[config.mk]
export PLATFORM = sky130hd
export DESIGN_NAME = bcd_counter_4dig
export DESIGN_NICKNAME = d
export VERILOG_FILES = /design/src/rtl/bcd_counter_4dig.sv
export SDC_FILE = /design/constraint.sdc
export NUM_CORES = 1
export LEC_CHECK = 0
export ABC_AREA = 0
export CORE_UTILIZATION = 61
export DETAILED_ROUTE_END_ITERATION = 6
export PLACE_DENSITY = 0.94
export SYNTH_ARGS = -nofsm -noshare
export SYNTH_HDL_FRONTEND = slang
export SYNTH_SLANG_ARGS = --single-unit
[constraint.sdc]
create_clock -name clk -period 5.95 [get_ports clk]
set_input_delay 1.19 -clock clk [delete_from_list [all_inputs] [get_ports clk]]
set_output_delay 1.19 -clock clk [all_outputs]
set_load 0.02 [all_outputs]
[src/rtl/bcd_counter_4dig.sv]
// ---------------------------------------------------------------------------
// bcd_counter_4dig
//   Multi-digit BCD up/down counter with a built-in tick prescaler. Each
//   nibble of `count` feeds one seven-segment decoder, so the displays show
//   a decimal value. One count step is applied every PRESCALE enabled cycles.
//
// Parameters
//   DIGITS     : number of BCD digits (count is 4*DIGITS bits)
//   PRESCALE   : clock cycles per count step (>= 2)
//   PRESCALE_W : prescaler width, 2**PRESCALE_W >= PRESCALE
//
// Ports
//   clk        : system clock, rising edge
//   rst        : asynchronous active-high reset
//   en         : count enable; low freezes prescaler and count
//   up         : direction (1 = increment, 0 = decrement), used on step cycle
//   clear      : synchronous clear of count and prescaler (highest priority)
//   load       : synchronous load of load_value (nibbles > 9 clamp to 9)
//   load_value : BCD value to load, digit 0 in bits [3:0]
//   count      : registered BCD count, digit k in bits [4k+3:4k]
//   tick       : one-cycle pulse on every cycle a step is applied
//   wrap       : one-cycle pulse with tick when the count wraps
// ---------------------------------------------------------------------------
module bcd_counter_4dig #(
  parameter int DIGITS     = 4,
  parameter int PRESCALE   = 50000000,
  parameter int PRESCALE_W = 26
) (
  input  logic                clk,
  input  logic                rst,
  input  logic                en,
  input  logic                up,
  input  logic                clear,
  input  logic                load,
  input  logic [4*DIGITS-1:0] load_value,
  output logic [4*DIGITS-1:0] count,
  output logic                tick,
  output logic                wrap
);

  localparam int W = 4 * DIGITS;
  localparam logic [PRESCALE_W-1:0] PRESCALE_LAST = PRESCALE_W'(PRESCALE - 1);

  logic [PRESCALE_W-1:0] prescaler;
  logic                  step;
  logic [W-1:0]          step_count;
  logic                  step_wrap;
  logic [W-1:0]          load_clamped;
  logic                  carry;
  logic [3:0]            digit;

  // A step happens on the edge that ends the last prescaler cycle.
  assign step = en && (prescaler == PRESCALE_LAST);

  // Ripple increment/decrement across all digits in one cycle. `carry`
  // doubles as the borrow when counting down; if it survives past the top
  // digit, every digit rolled over and the count wrapped.
  always_comb begin
    // NOTE: every variable assigned here gets a default first so no path
    // leaves it unassigned, which would otherwise infer a latch.
    step_count = count;
    carry      = 1'b1;
    digit      = 4'd0;
    for (int k = 0; k < DIGITS; k++) begin
      digit = count[4*k +: 4];
      if (carry) begin
        if (up) begin
          if (digit == 4'd9) begin
            step_count[4*k +: 4] = 4'd0;
          end else begin
            step_count[4*k +: 4] = digit + 4'd1;
            carry                = 1'b0;
          end
        end else begin
          if (digit == 4'd0) begin
            step_count[4*k +: 4] = 4'd9;
          end else begin
            step_count[4*k +: 4] = digit - 4'd1;
            carry                = 1'b0;
          end
        end
      end
    end
    step_wrap = carry;
  end

  // Clamp each loaded nibble into 0..9 so count can never hold a non-BCD
  // digit, whatever the switches say.
  always_comb begin
    load_clamped = '0;
    for (int k = 0; k < DIGITS; k++) begin
      load_clamped[4*k +: 4] = (load_value[4*k +: 4] > 4'd9) ? 4'd9
                                                             : load_value[4*k +: 4];
    end
  end

  // NOTE: sequential state uses non-blocking assignments so every register
  // samples the pre-edge values, independent of statement order.
  always_ff @(posedge clk or posedge rst) begin
    if (rst) begin
      count     <= '0;
      prescaler <= '0;
      tick      <= 1'b0;
      wrap      <= 1'b0;
    end else if (clear) begin
      count     <= '0;
      prescaler <= '0;
      tick      <= 1'b0;
      wrap      <= 1'b0;
    end else if (load) begin
      count     <= load_clamped;
      prescaler <= '0;
      tick      <= 1'b0;
      wrap      <= 1'b0;
    end else if (step) begin
      count     <= step_count;
      prescaler <= '0;
      tick      <= 1'b1;
      wrap      <= step_wrap;
    end else begin
      // Pulses last one cycle; the prescaler advances only while enabled.
      tick <= 1'b0;
      wrap <= 1'b0;
      if (en) prescaler <= prescaler + PRESCALE_W'(1);
    end
  end

endmodule

==> run summary, run 1 <==
Pre-antenna DRT Iters: 5
Synthesized flop and latch total: 44
Reg-to-Reg Start: prescaler[11]
Pre-CTS WS: 1.88 ns
CTS tree: done
Cell area after layout: 0.00379 mm^2
HPWL after DPL: 5460 um
Post-synthesis instance area: 0.00327 mm^2
Sinks on Clock Net: 44
Crit path max fanout: 22
MaxCap Viol Count: 0
Largest family of logic cells by synthesized area: simple AND/OR/NAND/NOR gates
Final WS setup: 2.14 ns
Metal-1 WL: 3330 um
Full die area: 0.00566 mm^2
Dominant synthesized flop cell: dfrtp_1
Vias in the first global route: 2882
Worst R2R Path Depth: 5
Root buffer cell: clkbuf_8
Syn nets: 415
Hold_buf cts: 0
Register area share after synthesis: 33.7%
Congestion Overflow GR: 0
Slew headroom: 24.8%
WS Path Type: input pin to flop
Worst Tran Pin Value: 1.12 ns
Syn Area/Cell: 8.70 um^2
Synth Instances: 376
Post-Synth Adder-Cell Area: 6.50%
Most common cell after layout, fill and taps aside: nor2_1
Layout cells sized above 1: 7.14%
Final cell count without fillers: 476
Worst vdd ir: 0.146 mV
Worst Setup EP: count[14]
Post-Route WL: 7900 um
Setup crit start: up
Post-CTS Resized: 0
First-pass GRT wire length: 13100 um
Top layer in use: met4
# Post-CTS Setup Buffers: 0
Final setup fails: 0
Gp weighted congestion: 0.883
Nets: 444
Width of the die: 75.2 um
Achievable Freq: 263 MHz
Pins over their slew limit: 0
Area of the core: 0.00514 mm^2
YS warnings: 0
IO Pins: 40
Multi-input logic area: 0.00199 mm^2
Initial DRC count: 285
Total GRT Usage: 30.4%
Outcome: finished, final reports clean
Via-to-Cell Ratio: 6.35
Antenna Cells: 0
Clk pin slew, worst setup/hold paths: 0.08 ns
# fillers: 388
Synth Area in Simple Gates: 28.0%
Mux contribution to synthesized area: 6.12%
Largest area contributor in the netlist: dfrtp_1
Met3 wire len: 493 um
Ys async rst share: 100%
R2r setup slk: 3.10 ns
Largest net degree at the start of global routing: 45
Worst r2r dst: count[14]
Post-synth EDFFs: 0
Worst Setup End Kind: flop
Placed Area: 0.00366 mm^2
DRC: 0
Initial core utilization: 63.6%
Area contributors post-synth: dfrtp_1, ha_1, nor2_1, xor2_1, mux2i_1
Arrival @ worst endpoint: 4.00 ns
CTS H-tree depth: 2
Met2 WL: 3970 um
Row cnt: 26
Total negative slack: 0 ns
Initial antenna violation count: 0
Fin crit share: 64.0%
Compound-Gate Fraction of Synth Area: 13.6%
Worst-skew pair later-pin latency: 0.30 ns
Post-synth top area share: 33.7%
WL/cell: 16.6 um
Hold crit path type: flop to flop
Clk_skew: 0.00459 ns
Synth Area in XOR/XNOR: 6.69%
PortBufs: 39
Most frequent cells in the layout: nor2_1, dfrtp_1, clkdlybuf4s50_1, nand2_1, xor2_1
Pleak: 1.53 nW
Req. time, crit path: 6.14 ns
CTS Buf Count: 5
Clock Path Buffers: 2
Yosys cell types: 65
Detailed-route via count: 3024
Hold Violations, Final: 0
RSZ-0062 raised after global routing: false
Placed Cells: 468
Startpoint Class: input pin
Power Density: 193 mW/mm^2
Die H: 75.2 um
Fin crit period: 3.81 ns
FF/Latch Area: 0.00110 mm^2
Post-route ant nets: 0
Synthesis-to-finish area growth: 15.8%
cell families (layout without fill, tap and decap cells):
group / count (synthesis) / count (layout)
multiplexers: 18 / 18
flip-flops: 44 / 44
AO/OA/AOI/OAI: 67 / 67
buffers and inverters: 37 / 67
AND/OR/NAND/NOR: 168 / 168
XOR/XNOR: 25 / 25
adder cells (fa/ha/maj): 17 / 17
layout make-up:
class                           count  share of cell area (%)
Tap cell                           70                    2.31
Timing Repair Buffer               42                    10.9
Clock inverter                      1                   0.793
Sequential cell                    44                    29.1
Inverter                           17                    1.69
Clock buffer                        7                    2.54
Multi-Input combinational cell    295                    52.7
worst min-delay path by stage:
stage	from	end	slack (ns)	cells past startpoint
floorplan	prescaler[25]	prescaler[25]	0.51	2
global placement	prescaler[25]	prescaler[25]	0.54	2
detailed placement	prescaler[15]	prescaler[15]	0.55	2
CTS	prescaler[15]	prescaler[15]	0.57	2
global route	prescaler[23]	prescaler[23]	0.61	2
finish	prescaler[23]	prescaler[23]	0.57	2
critical path: stages:
cell	delay, ns
clkdlybuf4s50_1	0.81
nor4b_1	0.65
o22ai_1	0.25
nor4b_4	0.43
mux2_2	0.38
a211oi_1	0.27
per-layer routing:
metal | vias up | GRT usage [%]
li1 | 1412 | -
met4 | 0 | 10.7
met2 | 154 | 53.3
met5 | - | 0
met1 | 1436 | 38.1
met3 | 22 | 5.09
flip-flops by register name, indices dropped and copies added (netlist names):
name and flops:
count 16, wrap 1, tick 1, prescaler 26
synthesized netlist by cell type, types with 3 or more instances:
master	number
clkbuf_1	14
o21bai_1	3
mux2i_1	11
nand2_1	29
and3_1	3
mux2_2	5
nand3b_1	3
xor2_1	19
dfrtp_1	44
ha_1	17
inv_1	17
nor2_1	48
o31ai_1	3
nor3_1	10
or4_1	3
nor2b_1	5
nand4b_1	3
and2_1	5
a211oi_1	4
nor4_1	3
o21ai_0	12
a21oi_1	17
nor4b_1	5
nand2b_1	5
buf_6	3
nand4_1	14
xnor2_1	6
nand3_1	17
a31oi_1	4
stage by stage:
step           hold slack, ns  total power, mW  utilization, %
6_report                0.570            0.732            73.7
2_1_floorplan           0.510            0.427               -
3_5_place_dp            0.551            0.481            71.2
3_3_place_gp            0.545            0.474            71.2
5_1_grt                 0.605            0.762            73.7
4_1_cts                 0.574            0.733            73.7
power by group:
part | internal [mW] | leakage, nW | switching (mW)
registers | 0.307 | 0.601 | 0.0198
clock network | 0.148 | 0.0645 | 0.106
logic | 0.0696 | 0.862 | 0.0818
total | 0.525 | 1.53 | 0.207
Power figures use the tool's default switching activity.
==> run 2: changes to the inputs <==
CORE_UTILIZATION = 51   (was 61)
PLACE_DENSITY = 0.85   (was 0.94)
clock period = 3.3 ns   (was 5.95 ns; I/O delays follow)
==> run summary, run 2 (synthesis results as in run 1) <==
WS Path Type: input pin to flop
Post-CTS Resized: 0 (unchanged)
Width of the die: 82.1 um (+9.1%)
Die H: 82.1 um (+9.1%)
# Post-CTS Setup Buffers: 0 (unchanged)
Worst Setup End Kind: flop
Layout cells sized above 1: 8.94% (+1.8 points)
WP buf/inv: 1 (unchanged)
Initial antenna violation count: 0 (unchanged)
Worst vdd ir: 0.249 mV (+70%)
Multi-input logic area: 0.00199 mm^2 (unchanged)
Cell area after layout: 0.00385 mm^2 (+1.6%)
Sinks on Clock Net: 44 (unchanged)
FF/Latch Area: 0.00110 mm^2 (unchanged)
CP max-delay cell: clkdlybuf4s50_1
CTS tree: done
Most common cell after layout, fill and taps aside: nor2_1
Placed Area: 0.00373 mm^2 (+1.8%)
Pleak: 1.56 nW (+2.3%)
Initial DRC count: 170 (-40%)
Power Density: 339 mW/mm^2 (+75%)
Fin crit share: 88.6%
Worst Tran Pin Value: 0.862 ns (-0.257 ns)
WL/cell: 16.4 um (-1.5%)
Design Power: 1.30 mW (+78%)
CP max stage delay: 0.67 ns (-0.14 ns)
Total negative slack: 0 ns (unchanged)
PortBufs: 39 (unchanged)
Total GRT Usage: 25.7% (-4.7 points)
Arrival @ worst endpoint: 3.14 ns (-0.86 ns)
Final setup fails: 0 (unchanged)
Pre-CTS WS: 0.141 ns (-1.74 ns)
MaxCap Viol Count: 0 (unchanged)
Congestion Overflow GR: 0 (unchanged)
Hold Violations, Final: 0 (unchanged)
Reg with most FFs: prescaler
# fillers: 512 (+32%)
Detailed-route via count: 2951 (-2.4%)
Hold_buf cts: 0 (unchanged)
Post-Route WL: 8000 um (+1.2%)
Post-route ant nets: 0 (unchanged)
Clock Path Buffers: 2 (unchanged)
Largest regs: prescaler (26), count (16)
Outcome: finished, final reports clean
Final cell count without fillers: 489 (+2.7%)
Crit path max fanout: 11 (-50%)
Nets: 452 (+1.8%)
Worst Hold Depth: 2 (unchanged)
Slew headroom: 42.0% (+17 points)
HPWL after DPL: 5810 um (+6.3%)
Via-to-Cell Ratio: 6.03 (-5.0%)
First-pass GRT wire length: 13200 um (+0.95%)
Placed Cells: 481 (+2.8%)
Largest register FFs: 26 (unchanged)
CTS Buf Count: 5 (unchanged)
Achievable Freq: 342 MHz
Antenna Cells: 0 (unchanged)
Pre-antenna DRT Iters: 4 (-1)
Req. time, crit path: 3.51 ns (-2.63 ns)
Startpoint Class: input pin
Initial core utilization: 54.0% (-9.7 points)
Area of the core: 0.00606 mm^2 (+18%)
Synthesis-to-finish area growth: 17.6%
IO Pins: 40 (unchanged)
Hold crit path type: flop to flop
CTS H-tree depth: 2 (unchanged)
Row cnt: 28 (+7.7%)
Worst R2R Path Depth: 5 (unchanged)
RSZ-0062 raised after global routing: false
CP Cell Sequence: clkdlybuf4s50_1 > nor4b_1 > o22ai_1 > nor4b_4 > mux2_2 > a211oi_1
Clk_skew: 0.00997 ns (+0.00538 ns)
Pins over their slew limit: 0 (unchanged)
Most frequent cells in the layout: nor2_1, dfrtp_1, clkdlybuf4s50_1, nand2_1, xor2_1
WP depth: 6 (unchanged)
Worst-skew pair later-pin latency: 0.30 ns (about the same)
Vias in the first global route: 2840 (-1.5%)
Largest net degree at the start of global routing: 26 (-42%)
Full die area: 0.00674 mm^2 (+19%)
Delay-heaviest family, CP: simple AND/OR/NAND/NOR gates
Final WS setup: 0.376 ns (-1.77 ns)
Fin crit period: 2.92 ns
Gp weighted congestion: 0.869 (-1.5%)
DRC: 0 (unchanged)
Clk pin slew, worst setup/hold paths: 0.09 ns (about the same)
Root buffer cell: clkbuf_8
[run 2: cell types whose count changed in the layout (fill, tap and decap cells not counted)]
cell,delta
clkbuf_8,-1
buf_4,+8
clkinv_4,+1
[run 2: routing by layer]
layer,global-route usage [%],part of all wire (%)
met3,5.89,4.5
met2,47.0,52
met1,30.2,43
met5,0,0
met4,5.96,1.0
[run 2: tightest hold or removal path: stages (launching register included)]
cell and delay [ns]:
dfrtp_1 0.38, xor2_1 0.08, nor2_1 0.07
[run 2: final cells by class]
| type | instances | area share (%) |
|---|---|---|
| inverter | 17 | 1.66 |
| clock buffer | 6 | 2.15 |
| sequential | 44 | 28.6 |
| timing repair buffer | 50 | 12.3 |
| clock inverter | 2 | 1.01 |
| multi-input combinational | 295 | 51.8 |
| tap | 75 | 2.44 |
[run 2: final timing paths]
kind,startpoint,endpoint,slack [ns]
min in group asynchronous,rst,prescaler[9],0.72
hold reg to reg,prescaler[25],prescaler[25],0.56
setup / recovery,up,count[14],0.38
setup reg to reg,prescaler[11],count[14],0.69
max in group asynchronous,rst,prescaler[8],1.87
hold / removal,prescaler[25],prescaler[25],0.56
[run 2: power breakdown]
group	internal, mW	total [mW]	switching [mW]
clock	0.248	0.437	0.190
sequential	0.554	0.590	0.0365
combinational	0.130	0.276	0.146
total	0.931	1.30	0.373
[run 2: through the flow]
step	hold slack (ns)	utilization, %
3_5_place_dp	0.536	61.5
6_report	0.563	63.5
2_1_floorplan	0.510	-
4_1_cts	0.561	63.5
3_3_place_gp	0.538	61.5
5_1_grt	0.624	63.5
